===== src/rtl/uart_tx.sv =====
// 8N1 UART transmitter with a small circular transmit FIFO in front of the serialiser.
// TX falls two edges after a byte is pushed into an empty FIFO; tx_ready drops only while the FIFO is full.
module uart_tx #(
  parameter int FIFO_DEPTH = 4
) (
  input  logic                          clk,
  input  logic                          rst,
  input  logic [7:0]                    tx_data,
  input  logic                          tx_valid,
  output logic                          tx_ready,
  input  logic [12:0]                   baud,
  output logic                          TX,
  output logic                          busy,
  output logic                          tx_done,
  output logic [$clog2(FIFO_DEPTH):0]   fifo_count
);

  localparam int PW = $clog2(FIFO_DEPTH);
  localparam int CW = PW + 1;

  typedef enum logic [1:0] {IDLE, START, DATA, STOP} state_t;

  state_t          state_q, state_d;
  logic [7:0]      mem_q [FIFO_DEPTH];
  logic [PW-1:0]   wr_ptr_q, wr_ptr_d;
  logic [PW-1:0]   rd_ptr_q, rd_ptr_d;
  logic [CW-1:0]   count_q, count_d;
  logic [7:0]      shift_q, shift_d;
  logic [12:0]     baud_lat_q, baud_lat_d;
  logic [12:0]     cnt_q, cnt_d;
  logic [2:0]      bit_idx_q, bit_idx_d;
  logic            tx_q, tx_d;
  logic            busy_q, busy_d;
  logic            done_q, done_d;

  logic            push, pop, bit_end, fifo_empty;

  assign fifo_empty = (count_q == '0);
  assign tx_ready   = (count_q != CW'(FIFO_DEPTH));
  assign push       = tx_valid && tx_ready;
  assign bit_end    = (cnt_q == 13'd0);

  assign TX         = tx_q;
  assign busy       = busy_q;
  assign tx_done    = done_q;
  assign fifo_count = count_q;

  // FIFO pointers and occupancy
  always_comb begin
    wr_ptr_d = wr_ptr_q;
    rd_ptr_d = rd_ptr_q;
    count_d  = count_q;
    if (push) wr_ptr_d = wr_ptr_q + PW'(1);
    if (pop)  rd_ptr_d = rd_ptr_q + PW'(1);
    case ({push, pop})
      2'b10:   count_d = count_q + CW'(1);
      2'b01:   count_d = count_q - CW'(1);
      default: count_d = count_q;
    endcase
  end

  // Next state; a pop always starts a new frame and relatches the divisor.
  always_comb begin
    state_d    = state_q;
    shift_d    = shift_q;
    baud_lat_d = baud_lat_q;
    cnt_d      = cnt_q;
    bit_idx_d  = bit_idx_q;
    pop        = 1'b0;

    if (state_q != IDLE) begin
      cnt_d = bit_end ? baud_lat_q : cnt_q - 13'd1;
    end

    case (state_q)
      IDLE: begin
        if (!fifo_empty) pop = 1'b1;
      end
      START: begin
        if (bit_end) begin
          state_d   = DATA;
          bit_idx_d = 3'd0;
        end
      end
      DATA: begin
        if (bit_end) begin
          shift_d   = {1'b0, shift_q[7:1]};
          bit_idx_d = bit_idx_q + 3'd1;
          if (bit_idx_q == 3'd7) state_d = STOP;
        end
      end
      STOP: begin
        if (bit_end) begin
          if (!fifo_empty) pop = 1'b1;
          else             state_d = IDLE;
        end
      end
      default: state_d = IDLE;
    endcase

    if (pop) begin
      state_d    = START;
      shift_d    = mem_q[rd_ptr_q];
      baud_lat_d = baud;
      cnt_d      = baud;
    end
  end

  // Outputs are registered from the current state, so the line lags the FSM by one cycle.
  always_comb begin
    tx_d   = 1'b1;
    busy_d = (state_q != IDLE);
    done_d = (state_q == STOP) && bit_end;
    case (state_q)
      START:   tx_d = 1'b0;
      DATA:    tx_d = shift_q[0];
      default: tx_d = 1'b1;
    endcase
  end

  always_ff @(posedge clk) begin
    if (push) mem_q[wr_ptr_q] <= tx_data;
  end

  always_ff @(posedge clk) begin
    if (rst) begin
      state_q    <= IDLE;
      wr_ptr_q   <= '0;
      rd_ptr_q   <= '0;
      count_q    <= '0;
      shift_q    <= 8'd0;
      baud_lat_q <= 13'd0;
      cnt_q      <= 13'd0;
      bit_idx_q  <= 3'd0;
      tx_q       <= 1'b1;
      busy_q     <= 1'b0;
      done_q     <= 1'b0;
    end else begin
      state_q    <= state_d;
      wr_ptr_q   <= wr_ptr_d;
      rd_ptr_q   <= rd_ptr_d;
      count_q    <= count_d;
      shift_q    <= shift_d;
      baud_lat_q <= baud_lat_d;
      cnt_q      <= cnt_d;
      bit_idx_q  <= bit_idx_d;
      tx_q       <= tx_d;
      busy_q     <= busy_d;
      done_q     <= done_d;
    end
  end

endmodule


===== config.mk =====
export PLATFORM = sky130hd
export DESIGN_NAME = uart_tx
export DESIGN_NICKNAME = d
export VERILOG_FILES = /design/src/rtl/uart_tx.sv
export SDC_FILE = /design/constraint.sdc
export NUM_CORES = 1
export LEC_CHECK = 0
export BUFFER_PORTS_ARGS = -buffer_cell sky130_fd_sc_hd__buf_4
export CORE_ASPECT_RATIO = 1.5
export CORE_UTILIZATION = 40
export CTS_CLUSTER_DIAMETER = 120
export CTS_CLUSTER_SIZE = 14
export DETAILED_ROUTE_END_ITERATION = 16
export GPL_ROUTABILITY_DRIVEN = 0
export SLEW_MARGIN = 40
export SYNTH_ARGS = -nofsm -noshare
export SYNTH_HDL_FRONTEND = slang
export SYNTH_SLANG_ARGS = --single-unit

===== constraint.sdc =====
create_clock -name clk -period 3.71 [get_ports clk]
set_clock_uncertainty 0.2 [all_clocks]
set_input_delay 0.5565 -clock clk [delete_from_list [all_inputs] [get_ports clk]]
set_output_delay 0.5565 -clock clk [all_outputs]
set_load 0.05 [all_outputs]

* After elaboration in Yosys (flattened, before gate mapping)
Memory sizes are Yosys's and may differ from the RTL's. A register that Yosys moved wholly into a read port is not among the register bits.
Index checks and enable logic that the tools add are counted.
Widths: inputs -> output; s select.
** Cells by class
- Eq/ne operators :: 17
- Shift operators :: 0
- Order comparisons :: 0
- Multipliers :: 0
- Reduce and logical (&&, ||, !) cells :: 18
- Div/mod/pow operators :: 0
- Add/sub/neg operators :: 6
- Muxes and demuxes :: 25
- Bitwise logic cells :: 0
** Operator list (count)
- $mux 13 :: 3
- $mux 8 :: 3
- $ne 3x3->1 const B :: 6
- $mux 2 :: 7
- $logic_not 13->1 :: 1
- $sub 13x1->13 const B :: 1
- $pmux 3 s2 :: 2
- $reduce_and 6->1 :: 2
- $reduce_bool 2->1 :: 6
- $ne 2x2->1 const B :: 5
- $add 3x1->3 const B :: 2
- $eq 2x2->1 const B :: 3
- $mux 3 :: 2
- $pmux 2 s3 :: 1
- $mux 1 :: 5
- $add 2x1->2 const B :: 2
- $eq 2x1->1 const B :: 2
- $pmux 1 s2 :: 2
- $reduce_bool 4->1 :: 1
- $eq 3x3->1 const B :: 1
- $logic_not 3->1 :: 1
- $reduce_and 3->1 :: 1
- $reduce_bool 3->1 :: 1
- $sub 3x1->3 const B :: 1
- other kinds (4) :: 5
** Storage, ports and cells
- Output and inout port bits :: 7
- Bits in latches :: 0
- Memory bits (writable) :: 32
- Logic and storage cells :: 79
- Input bits :: 24
- Register bits after elaboration :: 49
- ROM bits :: 0
- Memories kept :: 1
** Memories
- mem_q :: words 4, bits a word 8, read ports 1, clocked after memory_dff 1, write ports 1, RTL line 24 : logic [7:0] mem_q [FIFO_DEPTH];

* Logic depth before layout (Yosys ltp)
- Depth after elaboration :: 6
- Mapped depth :: 13
- Depth with buffers taken out :: 12

* Worst setup path after synthesis
Ideal clock, no wire load.
- Path type :: register to register
- From :: reg cnt_q[3]
- To :: reg count_q[2], in the netlist fifo_count[2]
- Path slack :: 415 ps
- Path buffers :: 1
- Cell stages (with the launch flop) :: 12
- Arrival time :: 3025 ps
- Data required time :: 3440 ps
- Period minus slack after synthesis :: 3295 ps
- Setup time :: 70 ps
- Cell sequence :: dfxtp_1 > or4_1 > o41ai_4 > nand2_4 > inv_2 > buf_2 > ha_1 > inv_1 > fa_1 > xor2_1 > or3_1 > a21oi_1
** On the way
- Cells in the longest elaborated chain, start to end :: 5
- Elaborated cells between the ends (all ways) :: 7
- Classes of those cells :: eq/ne (2); mux (3); reduce/logical (2)
** RTL lines
- from (decl) :: RTL line 30 : logic [12:0] cnt_q, cnt_d;
- from (signal assigned) :: RTL line 145 : cnt_q <= cnt_d;
- $logic_not 13->1 * :: RTL line 41 : assign bit_end = (cnt_q == 13'd0);
- $mux 1 * :: RTL line 93 : if (bit_end) begin
- $pmux 1 s2 * :: RTL line 75 : case (state_q)
- net pop :: RTL line 36 : logic push, pop, bit_end, fifo_empty;
- $eq 2x1->1 or $eq 2x2->1 (tied branches) :: RTL line 55 : case ({push, pop})
- $pmux 3 s2 or $reduce_bool 2->1 (tied branches)
- to (signal assigned) :: RTL line 142 : count_q <= count_d;
- to (decl) :: RTL line 27 : logic [CW-1:0] count_q, count_d;
The timed path passes the listed nets; every way through them passes the cells marked *.
A chain may end at the register's enable or synchronous reset.

* Final worst setup path
- From :: reg cnt_q[7]
- To :: reg count_q[2], in the netlist fifo_count[2]
** On the way
- Cells in the longest elaborated chain, start to end :: 5
- Elaborated cells between the ends (all ways) :: 7
- Classes of those cells :: eq/ne (2); mux (3); reduce/logical (2)
** RTL lines (RTL line)
- $logic_not 13->1 * :: 41
- $mux 1 * :: 93
- $pmux 1 s2 * :: 75
- $eq 2x1->1 or $eq 2x2->1 (tied branches) :: 55
- $pmux 3 s2 or $reduce_bool 2->1 (tied branches)
Every way passes the cells marked *; elsewhere a longest branch is shown, timed or not.

==> key figures <==
Cells and area
  – Area growth from synthesis to layout: 15.8%
  – Share of cells above drive strength 1: 20.5%
  – Net count reported at finish: 408
  – Most used cells in the layout excluding fill and tap cells: sky130_fd_sc_hd__dfxtp_1, sky130_fd_sc_hd__nand2_1, sky130_fd_sc_hd__buf_4
  – Count of filler cells inserted in the layout: 832
  – Antenna diode count: 0
  – Post-route non-filler standard cell count: 488
  – Most common cell after layout, fill and taps aside: sky130_fd_sc_hd__dfxtp_1

Route
  – Post-DR vias/cell: 5.42
  – Pre-Repair DR Iteration Count: 4
  – Total number of vias: 2,643
  – Post-route ant nets: 0
  – Total length of routed wires: 7420 um
  – Initial DRC count: 114
  – Routed length per instance: 15.2 um
  – # DRC: 0

Timing
  – Unrepaired setup endpoints after global routing: no
  – Least-Margin Pin Slew: 0.659 ns
  – Period Utilization, post-route: 85.3%
  – Achievable Freq: 316 MHz
  – Final count of pins violating max slew: 0
  – WHS: 0.217 ns
  – Total negative setup slack: 0 ns
  – Worst slew margin: 55.7%
  – Final Worst Setup Slack: 0.544 ns
  – Count of endpoints failing setup in the final report: 0
  – Hold Vio Cnt, Final: 0
  – Final min period: 3.17 ns

Clock network
  – Cell at the root of the clock tree: sky130_fd_sc_hd__clkbuf_16
  – CTS Sinks: 83
  – Setup Fix Bufs, Post-CTS: 0
  – Skew-Pair Late Insertion Delay: 0.34 ns
  – Max clock buf depth: 2
  – Maximum level of the CTS H-tree: 3
  – Gates resized, CTS repair: 0
  – TritonCTS clock tree: built
  – Num CTS Buffers: 9
  – Hold bufs inserted after CTS: 0
  – Clock slew at the register clock pins of the worst setup and hold paths: 0.06 ns

Placement
  – Pre-CTS setup slack: 0.547 ns
  – HPWL after detailed placement: 5040 um
  – Port-buffer cells: 30
  – Dpl cells: 472

Floorplan
  – I/O pin cnt: 31
  – DIE HEIGHT: 121 um
  – Die outline width: 81.3 um
  – CORE AREA: 9200 um2
  – Rows: 43
  – Die footprint: 9830 um2
  – Initial standard-cell utilization of the core: 41.0%

Critical path
  – Worst Path Max Fanout: 8
  – Startpoint types: register
  – Type of the worst setup path: register to register
  – Endpoint class of the critical path: register
  – Critical-path cell with the highest stage delay: sky130_fd_sc_hd__or4_1
  – Worst EP required: 3.78 ns
  – Maximum single-stage delay on the critical path: 0.72 ns
  – Crit-path cells: or4_1 > o41ai_4 > nand2_4 > inv_2 > ha_1 > inv_1 > fa_1 > xor2_1 > or3_1 > a21oi_1
  – Arrival time of the worst setup path: 3.24 ns

Synthesis
  – Post-synthesis register bit count: 83
  – Instance count of the mapped netlist: 343
  – Biggest area consumer among synthesized cells: sky130_fd_sc_hd__dfxtp_1
  – Total standard cell area after synthesis: 3770 um2
  – Synthesized net count: 380
  – Main area contributors after synthesis: sky130_fd_sc_hd__dfxtp_1, sky130_fd_sc_hd__edfxtp_1, sky130_fd_sc_hd__mux4_2, sky130_fd_sc_hd__ha_1, sky130_fd_sc_hd__nand2_1
  – Portion of the post-synthesis area used by sequential elements: 52.5%
  – Synth unique cells: 58
  – Most used DFF post-synth: sky130_fd_sc_hd__dfxtp_1
  – Post-synthesis area per instance: 11.0 um2
  – FFs w/ async S/R, synth: 0%
  – Post-synth EDFFs: 32
  – Area share of the largest cell type after synthesis: 27.1%
  – Synthesis warning total: 0

Global routing
  – Wire length of the first global-routing pass: 12,100 um
  – Final global-route overflow total: 0
  – Number of global-route vias before repair: 2,520
  – Antenna violations before repair: 0
  – Maximum number of pins on one net before global-route repair: 51
  – Overall Global Routing Usage: 16.6%

Hold path
  – Path type of the worst min-delay path: primary input to register

Status
  – Result of the run: finished clean

Power and ir drop
  – Total power divided by cell area: 929 nW/um2
  – Worst-case vdd ir drop: 0.462 mV
  – Leakage: 1.58 nW
  – Final total power: 4.06 mW

Job
  – Max-cap violations: 0
==> metal layers <==
| metal | routed length, um | global-route usage (%) |
|---|---|---|
| met1 | 3100 | 18.4 |
| met2 | 3960 | 29.3 |
| met3 | 232 | 3.68 |
| met4 | 132 | 7.37 |
| met5 | 0 | 0 |
==> sequential cells by signal (all words and copies together) (netlist names), named ones only <==
register    count
TX              1
baud_lat_q     13
bit_idx_q       3
busy            1
cnt_q          13
fifo_count      3
mem_q          32
rd_ptr_q        2
shift_q         8
state_q         2
tx_done         1
wr_ptr_q        2
==> logic make-up (layout without fill, tap and decap cells) <==
family                     count (synthesis)  after routing  synth area share (%)
AOI/OAI and AO/OA                         80             80                  16.4
xor gates and xnor gates                  10             10                  2.32
buffers and inverters                     32             65                  4.05
and+or+nand+nor                          115            115                  14.9
adders and majority gates                 13             13                  4.51
DFF                                       83             83                  52.5
muxes                                     10             10                  5.31
==> per-stage QoR <==
stage / utilization [%] / cell area [um2]
floorplan: - / 3770
global placement: 44.3 / 4080
detailed placement: 44.3 / 4080
CTS: 47.5 / 4370
global route: 47.5 / 4370
finish: 47.5 / 4370
==> synthesized netlist by cell type (3+ instances only) <==
cell type and instances:
sky130_fd_sc_hd__nand2b_1 3, sky130_fd_sc_hd__ha_1 12, sky130_fd_sc_hd__nor2_1 34, sky130_fd_sc_hd__buf_1 3
sky130_fd_sc_hd__nand4_1 3, sky130_fd_sc_hd__and3_1 4, sky130_fd_sc_hd__dfxtp_1 51, sky130_fd_sc_hd__clkbuf_1 9
sky130_fd_sc_hd__inv_1 13, sky130_fd_sc_hd__a211o_1 3, sky130_fd_sc_hd__buf_6 4, sky130_fd_sc_hd__a22oi_1 10
sky130_fd_sc_hd__xor2_1 5, sky130_fd_sc_hd__o21ai_0 6, sky130_fd_sc_hd__a311oi_1 4, sky130_fd_sc_hd__xnor2_1 5
sky130_fd_sc_hd__a21oi_1 26, sky130_fd_sc_hd__edfxtp_1 32, sky130_fd_sc_hd__nand3_1 3, sky130_fd_sc_hd__o21ai_1 3
sky130_fd_sc_hd__nor3_1 6, sky130_fd_sc_hd__o211ai_1 5, sky130_fd_sc_hd__a311oi_2 3, sky130_fd_sc_hd__a2111oi_2 3
sky130_fd_sc_hd__or3_1 4, sky130_fd_sc_hd__mux4_2 8, sky130_fd_sc_hd__nand2_1 40
==> power breakdown <==
part | switching (mW) | total, mW | internal, mW
Sequential | 0.172 | 1.35 | 1.18
Combinational | 1.12 | 1.82 | 0.706
Clock | 0.361 | 0.880 | 0.519
Total | 1.65 | 4.06 | 2.41
==> worst max-delay path, delay by kind of cell (launching register included) <==
| kind | cells | cell delay (ns) |
|---|---|---|
| xor gates and xnor gates | 1 | 0.16 |
| AOI/OAI and AO/OA | 2 | 0.61 |
| buffers and inverters | 2 | 0.13 |
| DFF | 1 | 0.36 |
| and+or+nand+nor | 3 | 1.11 |
| adders and majority gates | 2 | 0.54 |
==> area by class of cell <==
class	count	area, um2	share of cell area [%]
flip-flops and latches	83	1980	45.4
multi-input cells	228	1640	37.5
repair buffers	35	263	6.02
clock buffers	9	225	5.16
well taps	112	140	3.21
clock inverters	7	67.6	1.55
inverters	14	52.6	1.20
==> path summary, 6_finish.rpt <==
| kind | cells past startpoint | startpoint | slack [ns] | end |
|---|---|---|---|---|
| max | 10 | cnt_q[7] | 0.54 | fifo_count[2] |
| max reg2reg | 10 | cnt_q[7] | 0.54 | fifo_count[2] |
| min reg2reg | 2 | baud_lat_q[5] | 0.26 | baud_lat_q[5] |
| min | 1 | tx_data[7] | 0.22 | mem_q[1][7] |
No activity file was read; power rests on OpenSTA's default activity.
